<file path="src/rtl/param_stack.sv">
// Parametrised LIFO stack with status, sticky error flags, replace-top and flush.
// Entry count-1 is the top; storage is unreset and validity comes only from count.
module param_stack_entry #(
  parameter int WIDTH = 12
) (
  input  logic             clk,
  input  logic             we,
  input  logic [WIDTH-1:0] d,
  output logic [WIDTH-1:0] q
);
  always_ff @(posedge clk) begin
    if (we) q <= d;
  end
endmodule

module param_stack #(
  parameter  int WIDTH = 12,
  parameter  int DEPTH = 8,
  localparam int CW    = $clog2(DEPTH + 1)
) (
  input  logic             clk,
  input  logic             rst,
  input  logic             push,
  input  logic             pop,
  input  logic             clear,
  input  logic [WIDTH-1:0] push_data,
  output logic [WIDTH-1:0] pop_data,
  output logic [WIDTH-1:0] top,
  output logic [CW-1:0]    count,
  output logic             empty,
  output logic             full,
  output logic             overflow,
  output logic             underflow
);

  logic [DEPTH-1:0][WIDTH-1:0] mem;
  logic                        wr_en;
  logic [CW-1:0]               wr_idx;
  logic                        op;

  assign empty = (count == '0);
  assign full  = (count == CW'(DEPTH));
  assign op    = !rst && !clear;

  // Push-only writes above the top; push+pop overwrites the top in place.
  assign wr_en  = op && push && (pop ? !empty : !full);
  assign wr_idx = pop ? count - CW'(1) : count;

  for (genvar i = 0; i < DEPTH; i++) begin : g_entry
    param_stack_entry #(.WIDTH(WIDTH)) u_entry (
      .clk (clk),
      .we  (wr_en && (wr_idx == CW'(i))),
      .d   (push_data),
      .q   (mem[i])
    );
  end

  // Matching count==i+1 selects the top and naturally yields 0 when empty.
  always_comb begin
    top = '0;
    for (int i = 0; i < DEPTH; i++) begin
      if (count == CW'(i + 1)) top = mem[i];
    end
  end

  always_ff @(posedge clk) begin
    if (rst) begin
      count     <= '0;
      pop_data  <= '0;
      overflow  <= 1'b0;
      underflow <= 1'b0;
    end else if (clear) begin
      count     <= '0;
      overflow  <= 1'b0;
      underflow <= 1'b0;
    end else begin
      unique case ({push, pop})
        2'b11: pop_data <= empty ? push_data : top;
        2'b10: begin
          if (full) overflow <= 1'b1;
          else      count    <= count + CW'(1);
        end
        2'b01: begin
          if (empty) underflow <= 1'b1;
          else begin
            pop_data <= top;
            count    <= count - CW'(1);
          end
        end
        default: ;
      endcase
    end
  end

endmodule

</file>
<file path="config.mk">
export PLATFORM = sky130hd
export DESIGN_NAME = param_stack
export DESIGN_NICKNAME = d
export VERILOG_FILES = /design/src/rtl/param_stack.sv
export SDC_FILE = /design/constraint.sdc
export NUM_CORES = 1
export LEC_CHECK = 0
export BUFFER_PORTS_ARGS = -buffer_cell sky130_fd_sc_hd__buf_2
export CORE_ASPECT_RATIO = 1.75
export CORE_MARGIN = 2
export CORE_UTILIZATION = 40
export CTS_CLUSTER_DIAMETER = 200
export DETAILED_ROUTE_END_ITERATION = 12
export GPL_TIMING_DRIVEN = 1
export SYNTH_ARGS = -nofsm -noshare
export SYNTH_HDL_FRONTEND = slang
export SYNTH_SLANG_ARGS = --single-unit
</file>
<file path="constraint.sdc">
create_clock -name clk -period 3.8 [get_ports clk]
set_input_delay 0.38 -clock clk [delete_from_list [all_inputs] [get_ports clk]]
set_output_delay 0.38 -clock clk [all_outputs]
set_load 0.03 [all_outputs]
</file>
==> impl_metrics.tcl, run 1 <==
set metrics [dict create \
    fmax_mhz 309 \
    drive_gt1_share_pct 21.3 \
    finalSetupViolations 0 \
    wl_per_cell_microns 20.3 \
    min_period_ns 3.23 \
    cp.arrival_ns 2.85 \
    r2r_slack_ns 0.92 \
    row_count 54 \
    synthTopCellsByArea "edfxtp_1 (57%), dfxtp_1 (7.1%), nand2_1 (3.1%), o21ai_0 (2.5%), a32oi_1 (2.2%)" \
    post_cts_buffers 0 \
    synthCells 427 \
    finClkSkew_ns 0.0115 \
    die_x_microns 89.2 \
    ys_seq_area_share_pct 63.8 \
    cts_made_buffers 17 \
    routed_wirelength_microns 13400 \
    cp-start-kind "flip-flop" \
    drt_first_pass_iters 4 \
    drc 0 \
    r2r-end "g_entry[1].u_entry.q[4]" \
    place_hpwl_microns 8840 \
    drt_iter0_drc 294 \
    fin_setup_tns_ns 0 \
    ff2ff_path_depth 8 \
    grt-ovfl-total 0 \
    endpoint_kind "primary output" \
    cts_tree "built" \
    grt_pass1_vias 3705 \
    io_pins 49 \
    crit_start "count[0]" \
    crit_required_ns 3.42 \
    num_antenna_cells 0 \
    postCtsResizedCells 0 \
    power.leakage_nw 2.05 \
    drv_slew 0 \
    initial_utilization_pct 40.9 \
    dieArea_sq_mm 0.0137 \
    htree_levels 4 \
    crit_type "flip-flop to primary output" \
    die_y_microns 153 \
    crit_path_end "top[11]" \
    critPathMaxFanout 22 \
    synth.distinct_cells 44 \
    drt-vias-per-instance 5.48 \
    ant_nets 0 \
    hp-class "primary input to flip-flop" \
    hold_viol 0 \
    root_buffer "clkbuf_16" \
    clk_latency_ns 0.40 \
    coreArea_sq_mm 0.0124 \
    synth-main-ff-cell "edfxtp_1" \
    final_util_pct 49.0 \
    rsz0062_at_grt "no" \
    status "completed" \
    cts_sinks 114 \
    vias 3620 \
    areaGrowthSynthToFinish_pct 19.8 \
    synth_async_sr_flop_share_pct 0 \
    cts_buffer_depth 2 \
    nNetsFinal 501 \
    worst_pin_slew_ns 0.724 \
    slew_headroom_pct 51.7 \
    grt_pass1_wl_microns 20400 \
    netlist_area_sq_mm 0.00508 \
    antenna_found_initial 0 \
    p_per_area_mw_per_mm2 500 \
    grt_usage_pct 20.7 \
    gp_congestion 0.865 \
    synth_area_leader_cell "edfxtp_1" \
    grt_start_max_net_pins 37 \
    syn_nets 448 \
    period_share_pct 85.1 \
    synth_top_area_share_pct 56.7 \
    cap_viol_max_count 0 \
    r2r_start "count[0]" \
    synth.avg_cell_area_sq_um 11.9 \
    synth-edff-count 96 \
    ys_seq_elements 114 \
    port_buffers 48 \
    ys.warnings.count 0 \
    max-vdd-ir-drop_mv 0.327 \
    hold_buffers 0 \
    cts.clk_slew.worst_paths_ns 0.05 \
]
[how the worst min path moves through the flow]
stage	from	end	slack (ns)	cells past startpoint
floorplan	rst	count[0]	0.46	1
global route	rst	underflow	0.24	2
finish	clear	underflow	0.26	2
detailed placement	overflow	overflow	0.52	2
global placement	overflow	overflow	0.50	2
CTS	rst	underflow	0.25	2
[where the power goes]
part	switching, mW	leakage, nW	total (mW)	internal (mW)
clock network	0.518	0.262	1.41	0.892
logic	0.178	0.777	0.257	0.0796
registers	0.00897	1.01	1.38	1.37
[per-layer routing]
| layer | vias up | wire length (microns) | share of wire (%) | GRT usage (%) |
|---|---|---|---|---|
| li1 | 1729 | - | - | - |
| met1 | 1809 | 5070 | 38 | 22.8 |
| met2 | 70 | 7740 | 58 | 36.6 |
| met3 | 12 | 331 | 2.5 | 4.75 |
| met4 | 0 | 286 | 2.1 | 9.03 |
| met5 | - | 0 | 0 | 0 |
[synthesized netlist by cell type, drive strengths merged (2+ instances only)]
| master | number |
|---|---|
| edfxtp | 96 |
| nand2 | 42 |
| o21ai | 25 |
| clkbuf | 22 |
| nor2 | 21 |
| dfxtp | 18 |
| inv | 18 |
| nand2b | 18 |
| a21oi | 15 |
| a31oi | 15 |
| nand3b | 14 |
| nor3b | 14 |
| a32oi | 13 |
| buf | 13 |
| a311oi | 12 |
| o22a | 11 |
| o31ai | 11 |
| nor3 | 10 |
| a211oi | 4 |
| ha | 4 |
| nor2b | 4 |
| a31o | 3 |
| a22oi | 2 |
| nand3 | 2 |
| nor4 | 2 |
| o22ai | 2 |
| xnor2 | 2 |
[flip-flops by register name, indices dropped and copies added, names as in the netlist]
signal / flops
overflow: 1
underflow: 1
pop_data: 12
g_entry.u_entry.q: 96
count: 4
[per-stage QoR]
step	power, mW	std cells	worst slack (ns)	cell area (sq um)	hold WS, ns
global placement	1.66	629	1.01	5560	0.504
detailed placement	1.66	629	0.946	5560	0.518
finish	3.05	661	0.568	6090	0.257
CTS	3.07	661	0.560	6090	0.250
floorplan	1.56	427	0.638	5080	0.457
global route	3.14	661	0.286	6090	0.244
[kinds of logic after synthesis]
family                     count (synthesis)  share of synthesized area, %
and+or+nand+nor                          135                          14.2
AOI/OAI and AO/OA                        118                          16.0
DFF                                      114                          63.8
buffers and inverters                     53                          4.45
adders and majority gates                  4                         0.984
xor gates and xnor gates                   3                         0.517
[cell usage in the layout (no fill, tap or decap), drive strengths merged, types with 3 or more instances in the layout]
master  count
nor2b       4
nor3b      14
a311oi     12
o22a       11
inv        18
nand3b     14
a32oi      13
edfxtp     96
ha          4
a21oi      15
nor2       21
dfxtp      18
o21ai      25
nand2      42
nor3       10
a211oi      4
a31oi      15
a31o        3
o31ai      11
clkinv      6
clkbuf     25
nand2b     18
buf        69
[cell type report]
cell class	instances	area, sq um
flip-flops and latches	114	3240
well taps	168	210
fillers	1160	6340
repair buffers	69	398
inverters	18	67.6
multi-input cells	260	1640
clock buffers	25	495
clock inverters	7	35.0
[worst max-delay path: stages (launching register included)]
cell	delay [ns]
dfxtp_1	0.58
inv_1	0.16
ha_1	0.24
buf_4	0.20
nor2_1	0.10
buf_4	0.22
a311oi_1	0.11
a31oi_1	0.42
o21ai_0	0.20
buf_2	0.21
Power figures use the tool's default switching activity.
==> run 2, diff against run 1 <==
--- a/config.mk
+++ b/config.mk
@@ -6,12 +6,15 @@
 export NUM_CORES = 1
 export LEC_CHECK = 0
 export BUFFER_PORTS_ARGS = -buffer_cell sky130_fd_sc_hd__buf_2
+export CELL_PAD_IN_SITES_DETAIL_PLACEMENT = 1
+export CELL_PAD_IN_SITES_GLOBAL_PLACEMENT = 1
 export CORE_ASPECT_RATIO = 1.75
 export CORE_MARGIN = 2
 export CORE_UTILIZATION = 40
 export CTS_CLUSTER_DIAMETER = 200
 export DETAILED_ROUTE_END_ITERATION = 12
 export GPL_TIMING_DRIVEN = 1
+export PLACE_DENSITY_LB_ADDON = 0.1
 export SYNTH_ARGS = -nofsm -noshare
 export SYNTH_HDL_FRONTEND = slang
 export SYNTH_SLANG_ARGS = --single-unit
==> run 2 against run 1 <==
  * Sequential power is essentially flat
  * Clock-buffer cell count shrank 6
  * Clock power grew 9%
  * Wire length grew 12%
  * Fmax shrank 3.8%
  * Sequential cell count is the same
  * Setup slack lost 0.13 ns
  * Critical endpoint is now top[6]
  * Highest routed layer unchanged
==> impl_metrics.tcl, run 2 (synthesis results as in run 1) <==
set metrics [dict create \
    fin_cells 659 \
    worstPathCellList "buf_4 > ha_1 > buf_4 > nand2_1 > a311oi_1 > a31oi_1 > o21ai_0 > buf_2" \
    die_x_microns 89.2 \
    die_y_microns 153 \
    power_frac_seq_pct 43.4 \
    drt_first_pass_iters 4 \
    p_per_area_mw_per_mm2 518 \
    antenna_found_initial 0 \
    crit_required_ns 3.42 \
    vias 3700 \
    reg.largest.list "g_entry.u_entry.q (96), pop_data (12), count (4)" \
    ant_nets 0 \
    initial_utilization_pct 40.9 \
    slowest_delay_ns 0.64 \
    fin_setup_tns_ns 0 \
    drt-vias-per-instance 5.61 \
    hold_viol 0 \
    num_antenna_cells 0 \
    root_buffer "clkbuf_16" \
    grt_start_max_net_pins 39 \
    dpl.cell_count 627 \
    grt_pass1_wl_microns 22900 \
    cts_buffer_depth 2 \
    cp-start-kind "flip-flop" \
    postCtsResizedCells 0 \
    drt_iter0_drc 204 \
    hold_buffers 0 \
    row_count 54 \
    largest_register "g_entry.u_entry.q" \
    endpoint_kind "primary output" \
    dieArea_sq_mm 0.0137 \
    dpl_cell_area_sq_mm 0.00554 \
    critPathMaxFanout 19 \
    coreArea_sq_mm 0.0124 \
    cts_made_buffers 17 \
    cts_tree "built" \
    nFillCells 1365 \
    ff2ff_path_depth 4 \
    slew_headroom_pct 21.8 \
    p_sw_share_pct 23.9 \
    htree_levels 4 \
    final_area_sq_mm 0.00611 \
    crit_type "flip-flop to primary output" \
    finClkSkew_ns 0.0103 \
    place_hpwl_microns 10400 \
    internal_power_mw 2.41 \
    p_sw_mw 0.759 \
    fmax_mhz 298 \
    final_cell_mix "edfxtp_1 (96), buf_2 (48), nand2_1 (42)" \
    p_clk_share_pct 48.1 \
    routed_wirelength_microns 15100 \
    port_buffers 48 \
    max-vdd-ir-drop_mv 0.349 \
    post_cts_buffers 0 \
    pwr-share-comb_pct 8.5 \
    finalSetupViolations 0 \
    io_pins 49 \
    grt_pass1_vias 4027 \
    areaGrowthSynthToFinish_pct 20.3 \
    min-delay-start "rst" \
    drive_gt1_share_pct 21.4 \
    largest_reg_flops 96 \
    cp.arrival_ns 2.98 \
    wl_per_cell_microns 22.9 \
    cap_viol_max_count 0 \
    drc 0 \
    power.leakage_nw 2.04 \
    crit_start "count[0]" \
    min_period_ns 3.36 \
    period_share_pct 88.4 \
    cp_common_cell "buf_4" \
    grt-ovfl-total 0 \
    drv_slew 0 \
    final_util_pct 49.2 \
    cts_sinks 114 \
    grt_usage_pct 23.5 \
    cts.clk_slew.worst_paths_ns 0.06 \
    worst_pin_slew_ns 1.17 \
    hp-class "primary input to flip-flop" \
    holdPathStages 2 \
    finalWorstSetupSlack_ns 0.441 \
    crit_slowest_cell "ha_1" \
    pre_cts_ws_ns 0.804 \
    gp_congestion 0.838 \
    r2r_start "count[2]" \
    nNetsFinal 499 \
    layout_commonest_cell "edfxtp_1" \
    clk_latency_ns 0.41 \
    status "completed" \
    rsz0062_at_grt "no" \
]
## run 2: changes by cell type in the layout (fill, tap and decap cells not counted)
cell	delta
inv_6	+1
clkinv_4	+3
clkbuf_8	-4
bufinv_16	+2
buf_4	-2
clkinvlp_4	+3
clkinv_2	-3
clkbuf_1	-2
## run 2: routing by layer
metal | global-route usage [%] | share of wire [%] | up-vias | routed length [microns]
met5 | 0 | 0 | - | 0
met4 | 11.9 | 3.7 | 0 | 556
met3 | 4.00 | 2.3 | 23 | 350
met2 | 43.3 | 58 | 67 | 8700
met1 | 24.2 | 36 | 1885 | 5490
li1 | - | - | 1725 | -
## run 2: final cells by class
cell class	instances	area (sq um)	area share, %
Clock buffer	19	433	7.08
Clock inverter	13	138	2.25
Inverter	18	67.6	1.10
Multi-Input combinational cell	260	1640	26.8
Sequential cell	114	3240	53.0
Tap cell	168	210	3.44
Timing Repair Buffer	67	383	6.26
## run 2: critical path: cells and delay by family (launching register included)
kind            cells  cell delay [ns]
fa+ha+maj           1             0.64
flops               1             0.33
simple gates        1             0.07
buf+inv             3             0.79
compound gates      3             0.73
## run 2: final timing paths
path	end	slack (ns)
max	top[6]	0.44
min	overflow	0.25
max reg2reg	g_entry[1].u_entry.q[9]	0.95
min reg2reg	underflow	0.51
## run 2: power by group through the flow
| stage | registers, mW | clock network (mW) | logic (mW) |
|---|---|---|---|
| floorplan | 1.41 | 0 | 0.150 |
| global placement | 1.40 | 0 | 0.265 |
| detailed placement | 1.40 | 0 | 0.270 |
| CTS | 1.38 | 1.55 | 0.271 |
| global route | 1.38 | 1.60 | 0.289 |
| finish | 1.38 | 1.53 | 0.268 |
## run 2: per-stage QoR
stage	hold WS [ns]	power [mW]
6_report	0.253	3.17
5_1_grt	0.262	3.26
4_1_cts	0.246	3.20
3_3_place_gp	0.503	1.67
2_1_floorplan	0.457	1.56
3_5_place_dp	0.513	1.67
